## src/rtl/axi_ddc_multi_pkg.sv

```systemverilog
// ============================================================================
// Module      : axi_ddc_multi_pkg
// Description : Shared register map, status/control bit positions, response
//               codes and helpers for the multi-channel DDC register slave.
// Revision    : 1.0
// ============================================================================
`default_nettype none

package axi_ddc_multi_pkg;

  localparam logic [2:0] REG_CH     = 3'd0;
  localparam logic [2:0] REG_PINC   = 3'd1;
  localparam logic [2:0] REG_POFF   = 3'd2;
  localparam logic [2:0] REG_RATE   = 3'd3;
  localparam logic [2:0] REG_CTRL   = 3'd4;
  localparam logic [2:0] REG_GATE   = 3'd5;
  localparam logic [2:0] REG_STATUS = 3'd6;
  localparam logic [2:0] REG_AUX    = 3'd7;

  localparam int ST_OVF   = 0;
  localparam int ST_RERR  = 1;
  localparam int ST_EMPTY = 2;
  localparam int ST_FULL  = 3;
  localparam int ST_PEND  = 4;
  localparam int ST_LVL   = 8;

  localparam int CTRL_RESYNC = 0;
  localparam int CTRL_FLUSH  = 1;

  localparam logic [31:0] VERSION = 32'h0001_0000;

  localparam logic [1:0] RESP_OKAY   = 2'b00;
  localparam logic [1:0] RESP_SLVERR = 2'b10;

  function automatic int entry_width(input int ch_w);
    return ch_w + 64;
  endfunction

  function automatic logic [31:0] strb_merge(input logic [31:0] cur,
                                             input logic [31:0] wd,
                                             input logic [3:0]  strb);
    logic [31:0] r;
    r = cur;
    for (int b = 0; b < 4; b++) begin
      if (strb[b]) r[8*b +: 8] = wd[8*b +: 8];
    end
    return r;
  endfunction

endpackage

`default_nettype wire

```

## src/rtl/ddc_param_fifo.sv

```systemverilog
// ============================================================================
// Module      : ddc_param_fifo
// Description : First-word-fall-through FIFO with flush, full/empty and level.
// Revision    : 1.0
// ============================================================================
`default_nettype none

module ddc_param_fifo #(
  parameter int WIDTH = 72,
  parameter int DEPTH = 4
) (
  input  logic                     clk,
  input  logic                     rst_n,
  input  logic                     push,
  input  logic [WIDTH-1:0]         din,
  input  logic                     pop,
  input  logic                     flush,
  output logic [WIDTH-1:0]         dout,
  output logic                     full,
  output logic                     empty,
  output logic [$clog2(DEPTH):0]   level
);

  localparam int AW = $clog2(DEPTH);

  logic [WIDTH-1:0] mem [DEPTH];
  logic [AW:0]      wr_ptr;
  logic [AW:0]      rd_ptr;
  logic             do_push;
  logic             do_pop;

  // Pointers carry one extra wrap bit so level spans 0..DEPTH
  assign level   = wr_ptr - rd_ptr;
  assign empty   = (level == '0);
  assign full    = (level == (AW+1)'(DEPTH));
  assign do_push = push & ~full;
  assign do_pop  = pop & ~empty;
  assign dout    = mem[rd_ptr[AW-1:0]];

  always_ff @(posedge clk or negedge rst_n) begin
    if (!rst_n) begin
      wr_ptr <= '0;
      rd_ptr <= '0;
    end else if (flush) begin
      wr_ptr <= '0;
      rd_ptr <= '0;
    end else begin
      if (do_push) wr_ptr <= wr_ptr + 1'b1;
      if (do_pop)  rd_ptr <= rd_ptr + 1'b1;
    end
  end

  always_ff @(posedge clk) begin
    if (do_push && !flush) mem[wr_ptr[AW-1:0]] <= din;
  end

endmodule

`default_nettype wire

```

## src/rtl/axi_ddc_multi_core.sv

```systemverilog
// ============================================================================
// Module      : axi_ddc_multi_core
// Description : AXI4-Lite register slave feeding DDC retune entries through a
//               parameter FIFO. Optional macro AXI_DDC_MULTI_RESYNC_DLY_EN
//               adds a programmable resync delay at offset 0x1C.
// Revision    : 1.0
// ============================================================================
`default_nettype none

module axi_ddc_multi_core
  import axi_ddc_multi_pkg::*;
#(
  parameter int C_S_AXI_DATA_WIDTH = 32,
  parameter int C_S_AXI_ADDR_WIDTH = 5,
  parameter int N_CH               = 8,
  parameter int FIFO_DEPTH         = 4,
  localparam int CH_W              = (N_CH > 1) ? $clog2(N_CH) : 1
) (
  input  logic                            S_AXI_ACLK,
  input  logic                            S_AXI_ARESETN,
  input  logic [C_S_AXI_ADDR_WIDTH-1:0]   S_AXI_AWADDR,
  input  logic [2:0]                      S_AXI_AWPROT,
  input  logic                            S_AXI_AWVALID,
  output logic                            S_AXI_AWREADY,
  input  logic [C_S_AXI_DATA_WIDTH-1:0]   S_AXI_WDATA,
  input  logic [C_S_AXI_DATA_WIDTH/8-1:0] S_AXI_WSTRB,
  input  logic                            S_AXI_WVALID,
  output logic                            S_AXI_WREADY,
  output logic [1:0]                      S_AXI_BRESP,
  output logic                            S_AXI_BVALID,
  input  logic                            S_AXI_BREADY,
  input  logic [C_S_AXI_ADDR_WIDTH-1:0]   S_AXI_ARADDR,
  input  logic [2:0]                      S_AXI_ARPROT,
  input  logic                            S_AXI_ARVALID,
  output logic                            S_AXI_ARREADY,
  output logic [C_S_AXI_DATA_WIDTH-1:0]   S_AXI_RDATA,
  output logic [1:0]                      S_AXI_RRESP,
  output logic                            S_AXI_RVALID,
  input  logic                            S_AXI_RREADY,
  output logic [CH_W-1:0]                 m_ch,
  output logic [31:0]                     m_pinc,
  output logic [31:0]                     m_poff,
  output logic                            m_pvalid,
  input  logic                            m_pready,
  output logic [31:0]                     rate,
  output logic [N_CH-1:0]                 ddc_gate,
  output logic                            resync_soft
);

  localparam int EW = entry_width(CH_W);
  localparam int LW = $clog2(FIFO_DEPTH) + 1;

  logic            clk;
  logic            rst_n;
  logic            aw_w_ready;
  logic            bvalid;
  logic [1:0]      bresp;
  logic            arready;
  logic            rvalid;
  logic [31:0]     rdata;
  logic [31:0]     rd_word;

  logic [31:0]     ch_reg;
  logic [31:0]     pinc;
  logic [31:0]     poff;
  logic [31:0]     rate_r;
  logic [N_CH-1:0] gate_r;
  logic            ovf;
  logic            rerr;
  logic            resync_r;
  logic            pend;

  logic            wr_en;
  logic [2:0]      wr_idx;
  logic [2:0]      rd_idx;
  logic [31:0]     ch_merged;
  logic [31:0]     gate_merged;
  logic            ch_wr;
  logic            ch_bad;
  logic            ctrl_wr;
  logic            st_wr;
  logic            resync_req;
  logic            fifo_push;
  logic            fifo_pop;
  logic            fifo_flush;
  logic            fifo_full;
  logic            fifo_empty;
  logic [LW-1:0]   fifo_level;
  logic [EW-1:0]   fifo_head;
  logic [31:0]     status;
  logic            unused_ok;

  assign clk   = S_AXI_ACLK;
  assign rst_n = S_AXI_ARESETN;

  assign S_AXI_AWREADY = aw_w_ready;
  assign S_AXI_WREADY  = aw_w_ready;
  assign S_AXI_BVALID  = bvalid;
  assign S_AXI_BRESP   = bresp;
  assign S_AXI_ARREADY = arready;
  assign S_AXI_RVALID  = rvalid;
  assign S_AXI_RDATA   = rdata;
  assign S_AXI_RRESP   = RESP_OKAY;

  assign wr_en  = aw_w_ready & S_AXI_AWVALID & S_AXI_WVALID;
  assign wr_idx = S_AXI_AWADDR[4:2];
  assign rd_idx = S_AXI_ARADDR[4:2];

  assign ch_merged   = strb_merge(ch_reg, S_AXI_WDATA, S_AXI_WSTRB);
  assign gate_merged = strb_merge(32'(gate_r), S_AXI_WDATA, S_AXI_WSTRB);
  assign ch_wr       = wr_en && (wr_idx == REG_CH) && (|S_AXI_WSTRB);
  assign ch_bad      = (ch_merged >= 32'(N_CH));
  assign ctrl_wr     = wr_en && (wr_idx == REG_CTRL) && S_AXI_WSTRB[0];
  assign st_wr       = wr_en && (wr_idx == REG_STATUS) && S_AXI_WSTRB[0];
  assign resync_req  = ctrl_wr & S_AXI_WDATA[CTRL_RESYNC];

  // Full is sampled before any same-cycle pop, so a push into a full FIFO is
  // rejected even while the datapath is draining it.
  assign fifo_push  = ch_wr & ~ch_bad & ~fifo_full;
  assign fifo_pop   = m_pvalid & m_pready;
  assign fifo_flush = ctrl_wr & S_AXI_WDATA[CTRL_FLUSH];

  ddc_param_fifo #(
    .WIDTH (EW),
    .DEPTH (FIFO_DEPTH)
  ) u_fifo (
    .clk   (clk),
    .rst_n (rst_n),
    .push  (fifo_push),
    .din   ({ch_merged[CH_W-1:0], pinc, poff}),
    .pop   (fifo_pop),
    .flush (fifo_flush),
    .dout  (fifo_head),
    .full  (fifo_full),
    .empty (fifo_empty),
    .level (fifo_level)
  );

  assign m_ch        = fifo_head[EW-1 -: CH_W];
  assign m_pinc      = fifo_head[63:32];
  assign m_poff      = fifo_head[31:0];
  assign m_pvalid    = ~fifo_empty;
  assign rate        = rate_r;
  assign ddc_gate    = gate_r;
  assign resync_soft = resync_r;

  assign status = {16'b0, 8'(fifo_level), 3'b0, pend, fifo_full, fifo_empty, rerr, ovf};

  always_ff @(posedge clk or negedge rst_n) begin
    if (!rst_n) begin
      aw_w_ready <= 1'b0;
      bvalid     <= 1'b0;
      bresp      <= RESP_OKAY;
    end else begin
      aw_w_ready <= ~aw_w_ready & S_AXI_AWVALID & S_AXI_WVALID & ~bvalid;
      if (wr_en) begin
        bvalid <= 1'b1;
        bresp  <= (ch_wr && (ch_bad || fifo_full)) ? RESP_SLVERR : RESP_OKAY;
      end else if (S_AXI_BREADY) begin
        bvalid <= 1'b0;
      end
    end
  end

  always_ff @(posedge clk or negedge rst_n) begin
    if (!rst_n) begin
      ch_reg <= '0;
      pinc   <= '0;
      poff   <= '0;
      rate_r <= '0;
      gate_r <= '1;
      ovf    <= 1'b0;
      rerr   <= 1'b0;
    end else begin
      if (wr_en) begin
        case (wr_idx)
          REG_CH:   ch_reg <= ch_merged;
          REG_PINC: pinc   <= strb_merge(pinc, S_AXI_WDATA, S_AXI_WSTRB);
          REG_POFF: poff   <= strb_merge(poff, S_AXI_WDATA, S_AXI_WSTRB);
          REG_RATE: rate_r <= strb_merge(rate_r, S_AXI_WDATA, S_AXI_WSTRB);
          REG_GATE: gate_r <= gate_merged[N_CH-1:0];
          default: ;
        endcase
      end
      // A set event in the clearing cycle keeps the sticky bit set
      ovf  <= (ch_wr & ~ch_bad & fifo_full) | (ovf & ~(st_wr & S_AXI_WDATA[ST_OVF]));
      rerr <= (ch_wr & ch_bad) | (rerr & ~(st_wr & S_AXI_WDATA[ST_RERR]));
    end
  end

`ifdef AXI_DDC_MULTI_RESYNC_DLY_EN
  logic [15:0] dly;
  logic [15:0] cnt;
  logic [31:0] dly_merged;

  assign dly_merged = strb_merge({16'b0, dly}, S_AXI_WDATA, S_AXI_WSTRB);
  assign unused_ok  = &{1'b0, S_AXI_AWPROT, S_AXI_ARPROT, S_AXI_AWADDR[1:0],
                        S_AXI_ARADDR[1:0], gate_merged, dly_merged};

  // Counter is preloaded with dly-1 so the pulse lands dly+1 cycles after the write
  always_ff @(posedge clk or negedge rst_n) begin
    if (!rst_n) begin
      dly      <= '0;
      cnt      <= '0;
      pend     <= 1'b0;
      resync_r <= 1'b0;
    end else begin
      resync_r <= 1'b0;
      if (wr_en && (wr_idx == REG_AUX)) dly <= dly_merged[15:0];
      if (resync_req) begin
        if (dly == '0) begin
          resync_r <= 1'b1;
          pend     <= 1'b0;
        end else begin
          cnt  <= dly - 1'b1;
          pend <= 1'b1;
        end
      end else if (pend) begin
        if (cnt == '0) begin
          resync_r <= 1'b1;
          pend     <= 1'b0;
        end else begin
          cnt <= cnt - 1'b1;
        end
      end
    end
  end

  always_comb begin
    rd_word = '0;
    case (rd_idx)
      REG_CH:     rd_word = ch_reg;
      REG_PINC:   rd_word = pinc;
      REG_POFF:   rd_word = poff;
      REG_RATE:   rd_word = rate_r;
      REG_GATE:   rd_word = 32'(gate_r);
      REG_STATUS: rd_word = status;
      REG_AUX:    rd_word = {16'b0, dly};
      default:    rd_word = '0;
    endcase
  end
`else
  assign pend      = 1'b0;
  assign unused_ok = &{1'b0, S_AXI_AWPROT, S_AXI_ARPROT, S_AXI_AWADDR[1:0],
                       S_AXI_ARADDR[1:0], gate_merged};

  always_ff @(posedge clk or negedge rst_n) begin
    if (!rst_n) resync_r <= 1'b0;
    else        resync_r <= resync_req;
  end

  always_comb begin
    rd_word = '0;
    case (rd_idx)
      REG_CH:     rd_word = ch_reg;
      REG_PINC:   rd_word = pinc;
      REG_POFF:   rd_word = poff;
      REG_RATE:   rd_word = rate_r;
      REG_GATE:   rd_word = 32'(gate_r);
      REG_STATUS: rd_word = status;
      REG_AUX:    rd_word = VERSION;
      default:    rd_word = '0;
    endcase
  end
`endif

  always_ff @(posedge clk or negedge rst_n) begin
    if (!rst_n) begin
      arready <= 1'b0;
      rvalid  <= 1'b0;
      rdata   <= '0;
    end else begin
      arready <= ~arready & S_AXI_ARVALID & ~rvalid;
      if (arready && S_AXI_ARVALID) begin
        rvalid <= 1'b1;
        rdata  <= rd_word;
      end else if (S_AXI_RREADY) begin
        rvalid <= 1'b0;
      end
    end
  end

endmodule

`default_nettype wire

```

## config.mk

```make
export PLATFORM = sky130hd
export DESIGN_NAME = axi_ddc_multi_core
export DESIGN_NICKNAME = d
export VERILOG_FILES = /design/src/rtl/axi_ddc_multi_pkg.sv /design/src/rtl/ddc_param_fifo.sv /design/src/rtl/axi_ddc_multi_core.sv
export SDC_FILE = /design/constraint.sdc
export NUM_CORES = 1
export LEC_CHECK = 0
export BUFFER_PORTS_ARGS = -buffer_cell sky130_fd_sc_hd__buf_2
export CORE_ASPECT_RATIO = 0.7
export CORE_MARGIN = 1.5
export CORE_UTILIZATION = 25
export CTS_BUF_LIST = sky130_fd_sc_hd__clkbuf_8
export CTS_CLUSTER_SIZE = 28
export DETAILED_ROUTE_END_ITERATION = 8
export HOLD_SLACK_MARGIN = 0.05
export PLACE_DENSITY = 0.4
export SLEW_MARGIN = 5
export SYNTH_ARGS = -nofsm -noshare
export SYNTH_HDL_FRONTEND = slang
export SYNTH_SLANG_ARGS = --single-unit
```

## constraint.sdc

```tcl
create_clock -name S_AXI_ACLK -period 9.92 [get_ports S_AXI_ACLK]
set_input_delay 1.984 -clock S_AXI_ACLK [delete_from_list [all_inputs] [get_ports S_AXI_ACLK]]
set_output_delay 1.984 -clock S_AXI_ACLK [all_outputs]
set_load 0.01 [all_outputs]
```

## Word-level counts from Yosys, hierarchy flattened

Memory sizes are Yosys's and may differ from the RTL's.
Cells that the tools add are included.

| storage, ports and cells | value |
|---|---|
| flip-flop bits (word level) | 183 |
| RAM bits | 268 |
| bits of input ports | 60 |
| output and inout port bits | 150 |
| logic and storage cells | 123 |
| memories kept | 1 |

| operators by class | value |
|---|---|
| $add $sub $neg | 3 |
| magnitude comparators | 1 |
| eq/ne operators | 13 |
| multiplexer cells | 16 |
| bitwise gates (word level) | 31 |
| reduce and logical (&&, ||, !) cells | 33 |

Memories:

| name | words | width | read ports | clocked after Yosys merged registers in | wr ports | RTL line | source |
|---|---|---|---|---|---|---|---|
| u_fifo.mem | 4 | 67 | 1 | 0 | 1 | ddc_param_fifo.sv:26 | `logic [WIDTH-1:0] mem [DEPTH];` |

Operator list:

| operator | count |
|---|---|
| $pmux W32 S7 | 1 |
| $reduce_and A3 Y1 | 13 |
| $ge A32 B4 Y1 const B | 1 |
| $mux W8 | 4 |
| $eq A3 B3 Y1 const B | 7 |
| $and A1 B1 Y1 | 20 |
| $eq A3 B2 Y1 const B | 4 |
| $mux W3 | 4 |
| $logic_and A1 B1 Y1 | 9 |
| $logic_not A3 Y1 | 3 |
| $not A1 Y1 | 9 |
| $reduce_bool A2 Y1 | 4 |
| $add A3 B1 Y3 const B | 2 |
| $eq A3 B1 Y1 const B | 2 |
| $mux W1 | 6 |
| $reduce_or A4 Y1 | 1 |
| $sub A3 B3 Y3 | 1 |
| $mux W2 | 1 |
| $or A1 B1 Y1 | 2 |
| $reduce_and A2 Y1 | 1 |
| $logic_not A1 Y1 | 1 |
| $logic_or A1 B1 Y1 | 1 |

## Depth between registers and ports, before layout

| depth | value |
|---|---|
| depth in word-level cells | 10 |
| depth in mapped cells | 10 |
| mapped depth without buffers | 9 |

## Hierarchy

From an unflattened synthesis, not the netlist that was laid out.

| unflattened totals | value |
|---|---|
| cells, all modules | 958 |
| area, all modules | 18004.8 sq um |

By module, submodules not included:

| module | instances | cells an instance | area an instance (sq um) | sequential area each (sq um) |
|---|---|---|---|---|
| ddc_param_fifo | 1 | 404 | 10164.7 | 8197.9 |
| axi_ddc_multi_core | 1 | 554 | 7840.0 | 4414.2 |

## Least setup slack after synthesis

Ideal clock, no wire load.

| timing path | value |
|---|---|
| path kind | input -> register |
| start point | in S_AXI_WSTRB[3] |
| end point | mem u_fifo.mem[0][0] in the netlist's numbering, enable pin |
| setup time | 0.493 ns |
| arrival | 5.967 ns |
| required time | 9.427 ns |
| slack | 3.460 ns |
| stages | 6 |
| path buffers | 1 |
| path through | buf_2 > or4_1 > o22ai_1 > and3_2 > nand4_2 > nor2_1 |

| on the way | value |
|---|---|
| word-level cells in the longest chain between the ends | 9 |
| elaborated cells between the ends (all ways) | 11 |
| classes of those cells | order compare: 1; mux: 3; bitwise: 4; reduce/logical: 3 |

RTL lines:

| what | RTL line | source |
|---|---|---|
| start: declaration | axi_ddc_multi_core.sv:26 | `input logic [C_S_AXI_DATA_WIDTH/8-1:0] S_AXI_WSTRB,` |
| $mux W8 | axi_ddc_multi_pkg.sv:45 | `if (strb[b]) r[8*b +: 8] = wd[8*b +: 8];` |
| $ge A32 B4 Y1 | axi_ddc_multi_core.sv:112 | `assign ch_bad = (ch_merged >= 32'(N_CH));` |
| $not A1 Y1 | axi_ddc_multi_core.sv:119 | `assign fifo_push = ch_wr & ~ch_bad & ~fifo_full;` |
| $and A1 B1 Y1 (*) (2 in a row) | axi_ddc_multi_core.sv:119 |  |
| $and A1 B1 Y1 (*) | ddc_param_fifo.sv:36 | `assign do_push = push & ~full;` |
| $logic_and A1 B1 Y1 (*) | ddc_param_fifo.sv:54 | `if (do_push && !flush) mem[wr_ptr[AW-1:0]] <= din;` |
| $mux W1 (*) | ddc_param_fifo.sv:54 |  |
| $mux W1 (not written as such) (*) | ddc_param_fifo.sv:54 |  |
| end: declaration | ddc_param_fifo.sv:26 |  |

Every way passes the cells marked *; elsewhere a longest branch is shown, timed or not.

## Worst setup path in the final report

| timing path | value |
|---|---|
| start point | reg u_fifo.rd_ptr[0] |
| end point | out m_poff[30] |

| on the way | value |
|---|---|
| word-level cells in the longest chain between the ends | 1 |

RTL lines:

| what | RTL line | source |
|---|---|---|
| start: declaration | ddc_param_fifo.sv:28 | `logic [AW:0] rd_ptr;` |
| start signal: assignment | ddc_param_fifo.sv:49 | `if (do_pop) rd_ptr <= rd_ptr + 1'b1;` |
| $mem_v2 Z4 W67 | -- |  |
| end: declaration | axi_ddc_multi_core.sv:42 | `output logic [31:0] m_poff,` |

Every way passes these cells.

==> impl_metrics.toml <==
[outcome]
status = "completed"

[worst_setup_path]
crit_arrival_ns = 3.42
worst-path-max-fanout = 38
path_cells = "buf_4 > mux4_2 > buf_2"
reg2reg_to = "u_fifo.mem[2][31]"
critical_path.startpoint_type = "flip-flop"
end_kind = "output port"
path_depth = 3
rr_worst_depth = 9
critical_path_buf_inv_count = 2
r2r-start = "u_fifo.rd_ptr[0]"
critical-path-top-delay-family = "buffers and inverters"
r2r_slack_ns = 5.37
critPathMaxStageDelay_ns = 0.92
cp-startpoint = "u_fifo.rd_ptr[0]"
crit_end = "m_poff[30]"
required_ns = 7.94
critical_path_class = "flip-flop to output port"
worst_path_max_delay_cell = "dfrtp_4"

[placed_design]
post-dp-hpwl_um = 35500
place_congestion = 0.748
dp_slack_ns = 3.75
io_buffers = 196

[sta]
worstMarginPinSlew_ns = 1.16
slew_headroom_pct = 22.6
setup_tns_ns = 0
worst_slack_ns = 4.52
setup_violations = 0
period_needed_ns = 5.40
clock_skew_ns = 0.0460
rsz0062_at_grt = "false"
max_freq_mhz = 185
min_period_over_period_pct = 54.4
finalHoldViolCount = 0
slew_violations = 0

[layout]
layout_commonest_cell = "edfxtp_1"
post-route-util_pct = 30.7
drive_above_1_share_pct = 43.0
final_nets = 1315
largest_reg_flops = 268
mostFrequentLayoutCells = "268 x edfxtp_1, 195 x buf_2, 172 x dfrtp_1"
synthToLayoutAreaGrowth_pct = 20.7
fill_cells = 7081

[die]
dieWidth_um = 323
core_mm2 = 0.0703
die_h_um = 227
die_area_mm2 = 0.0732
rows = 81
io_pins = 210
start_util_pct = 25.4

[global_route]
grt_pass1_vias = 10800
grt_overflow = 0
grt_pass1_wl_um = 80600
antenna_found_initial = 8
grt_max_degree = 74
grt_use_total_pct = 15.6

[clock_network]
cts_max_level = 3
cts_setup_buffers = 0
cts_hold_buf = 0
clk_path_buf_depth = 3
cts.sinks = 450
ctsRootBufferMaster = "clkbuf_8"
cts_resized = 0
tritoncts = "done"
clk_pin_slew_ns = 0.06
insertion_delay_ns = 0.69
cts_buffers = 79

[routing]
routed_wl_um = 56600
first_pass_iters = 5
viasPerCell = 4.58
drc = 0
vias = 10400
drt-initial-drc-count = 664
ant_nets = 0
wl_per_cell_um = 24.9

[yosys]
ys_ff_latch = 450
avgSynthCellArea_um2 = 17.9
synth_edf_count = 268
synth_area_mm2 = 0.0179
yosys_warnings = 0
yosysSeqAreaShare_pct = 70.5
yosysUniqueCellTypes = 52
synthFlopType = "edfxtp_1"
postSynth.asyncResetShare_pct = 40.4
syn_inst = 1001

[hold_path]
hold_class = "flip-flop to flip-flop"

[power]
p_leak_nw = 8.63
p_per_area_mw_per_mm2 = 223
irDropWorstVdd_mv = 0.124

[run]
drv_cap = 0
stage by stage:
step | hold slack, ns | total power, mW | cells | cell area, um2
5_1_grt | 0.467 | 5.05 | 2269 | 21600
6_report | 0.447 | 4.81 | 2271 | 21600
4_1_cts | 0.439 | 4.91 | 2269 | 21600
2_1_floorplan | 0.447 | 2.74 | 1003 | 17900
3_5_place_dp | 0.451 | 3.21 | 2121 | 20000
3_3_place_gp | 0.441 | 3.20 | 2121 | 20000
worst reg2reg max path, stage by stage, from the launching register on:
cell and delay, ns:
dfrtp_4 0.92, ha_1 0.28, inv_1 0.05, fa_1 0.41
xnor2_1 0.16, xnor2_1 0.15, nand2_1 0.16, nand4_2 0.31
nor2_4 0.86, buf_4 0.83
power by group:
part | switching [mW] | internal [mW]
Sequential | 0.129 | 2.06
Combinational | 0.516 | 0.431
Clock | 0.815 | 0.860
worst min-delay path by stage:
stage	start	endpoint	slack [ns]	depth (start not counted)
global route	S_AXI_RVALID	S_AXI_ARREADY	0.47	1
floorplan	ovf	ovf	0.45	2
global placement	S_AXI_RVALID	S_AXI_ARREADY	0.44	1
CTS	S_AXI_RVALID	S_AXI_ARREADY	0.44	1
finish	S_AXI_RVALID	S_AXI_ARREADY	0.45	1
detailed placement	S_AXI_RVALID	S_AXI_ARREADY	0.45	1
per-layer routing:
metal	up-vias	share of wire, %	track usage [%]
met1	5532	48	22.7
met5	-	0.028	0
met3	83	5.8	4.10
met4	2	1.8	3.91
li1	4465	-	-
met2	312	44	23.1
synthesized netlist by cell type, types with 10 or more instances:
master,number,share of area (%)
inv_1,13,0.27
nand2_1,54,1.1
mux2_2,137,8.6
a221oi_1,20,0.98
nor3_1,13,0.36
clkbuf_1,30,0.63
edfxtp_1,268,45
o21ai_0,26,0.73
a22o_1,24,1.2
nor2_1,22,0.46
buf_2,12,0.34
mux4_2,74,9.3
dfrtp_1,174,24
nor3b_1,10,0.42
logic make-up after synthesis:
group | Yosys count | synth area share, %
flops | 450 | 70.5
mux | 222 | 18.6
simple gates | 145 | 4.28
compound gates | 108 | 4.17
buf+inv | 63 | 1.55
fa+ha+maj | 7 | 0.532
xor+xnor | 5 | 0.329
other cells | 1 | 0.0210
layout make-up:
cell class,count,area (um2),area share [%]
Sequential cell,450,12600,58.5
Multi-Input combinational cell,490,5040,23.4
Tap cell,954,1190,5.53
Antenna cell,2,5.00,0.0232
Timing Repair Buffer,214,1120,5.21
Clock buffer,92,1270,5.87
Inverter,13,48.8,0.226
Clock inverter,56,284,1.32
Power figures use the tool's default switching activity.
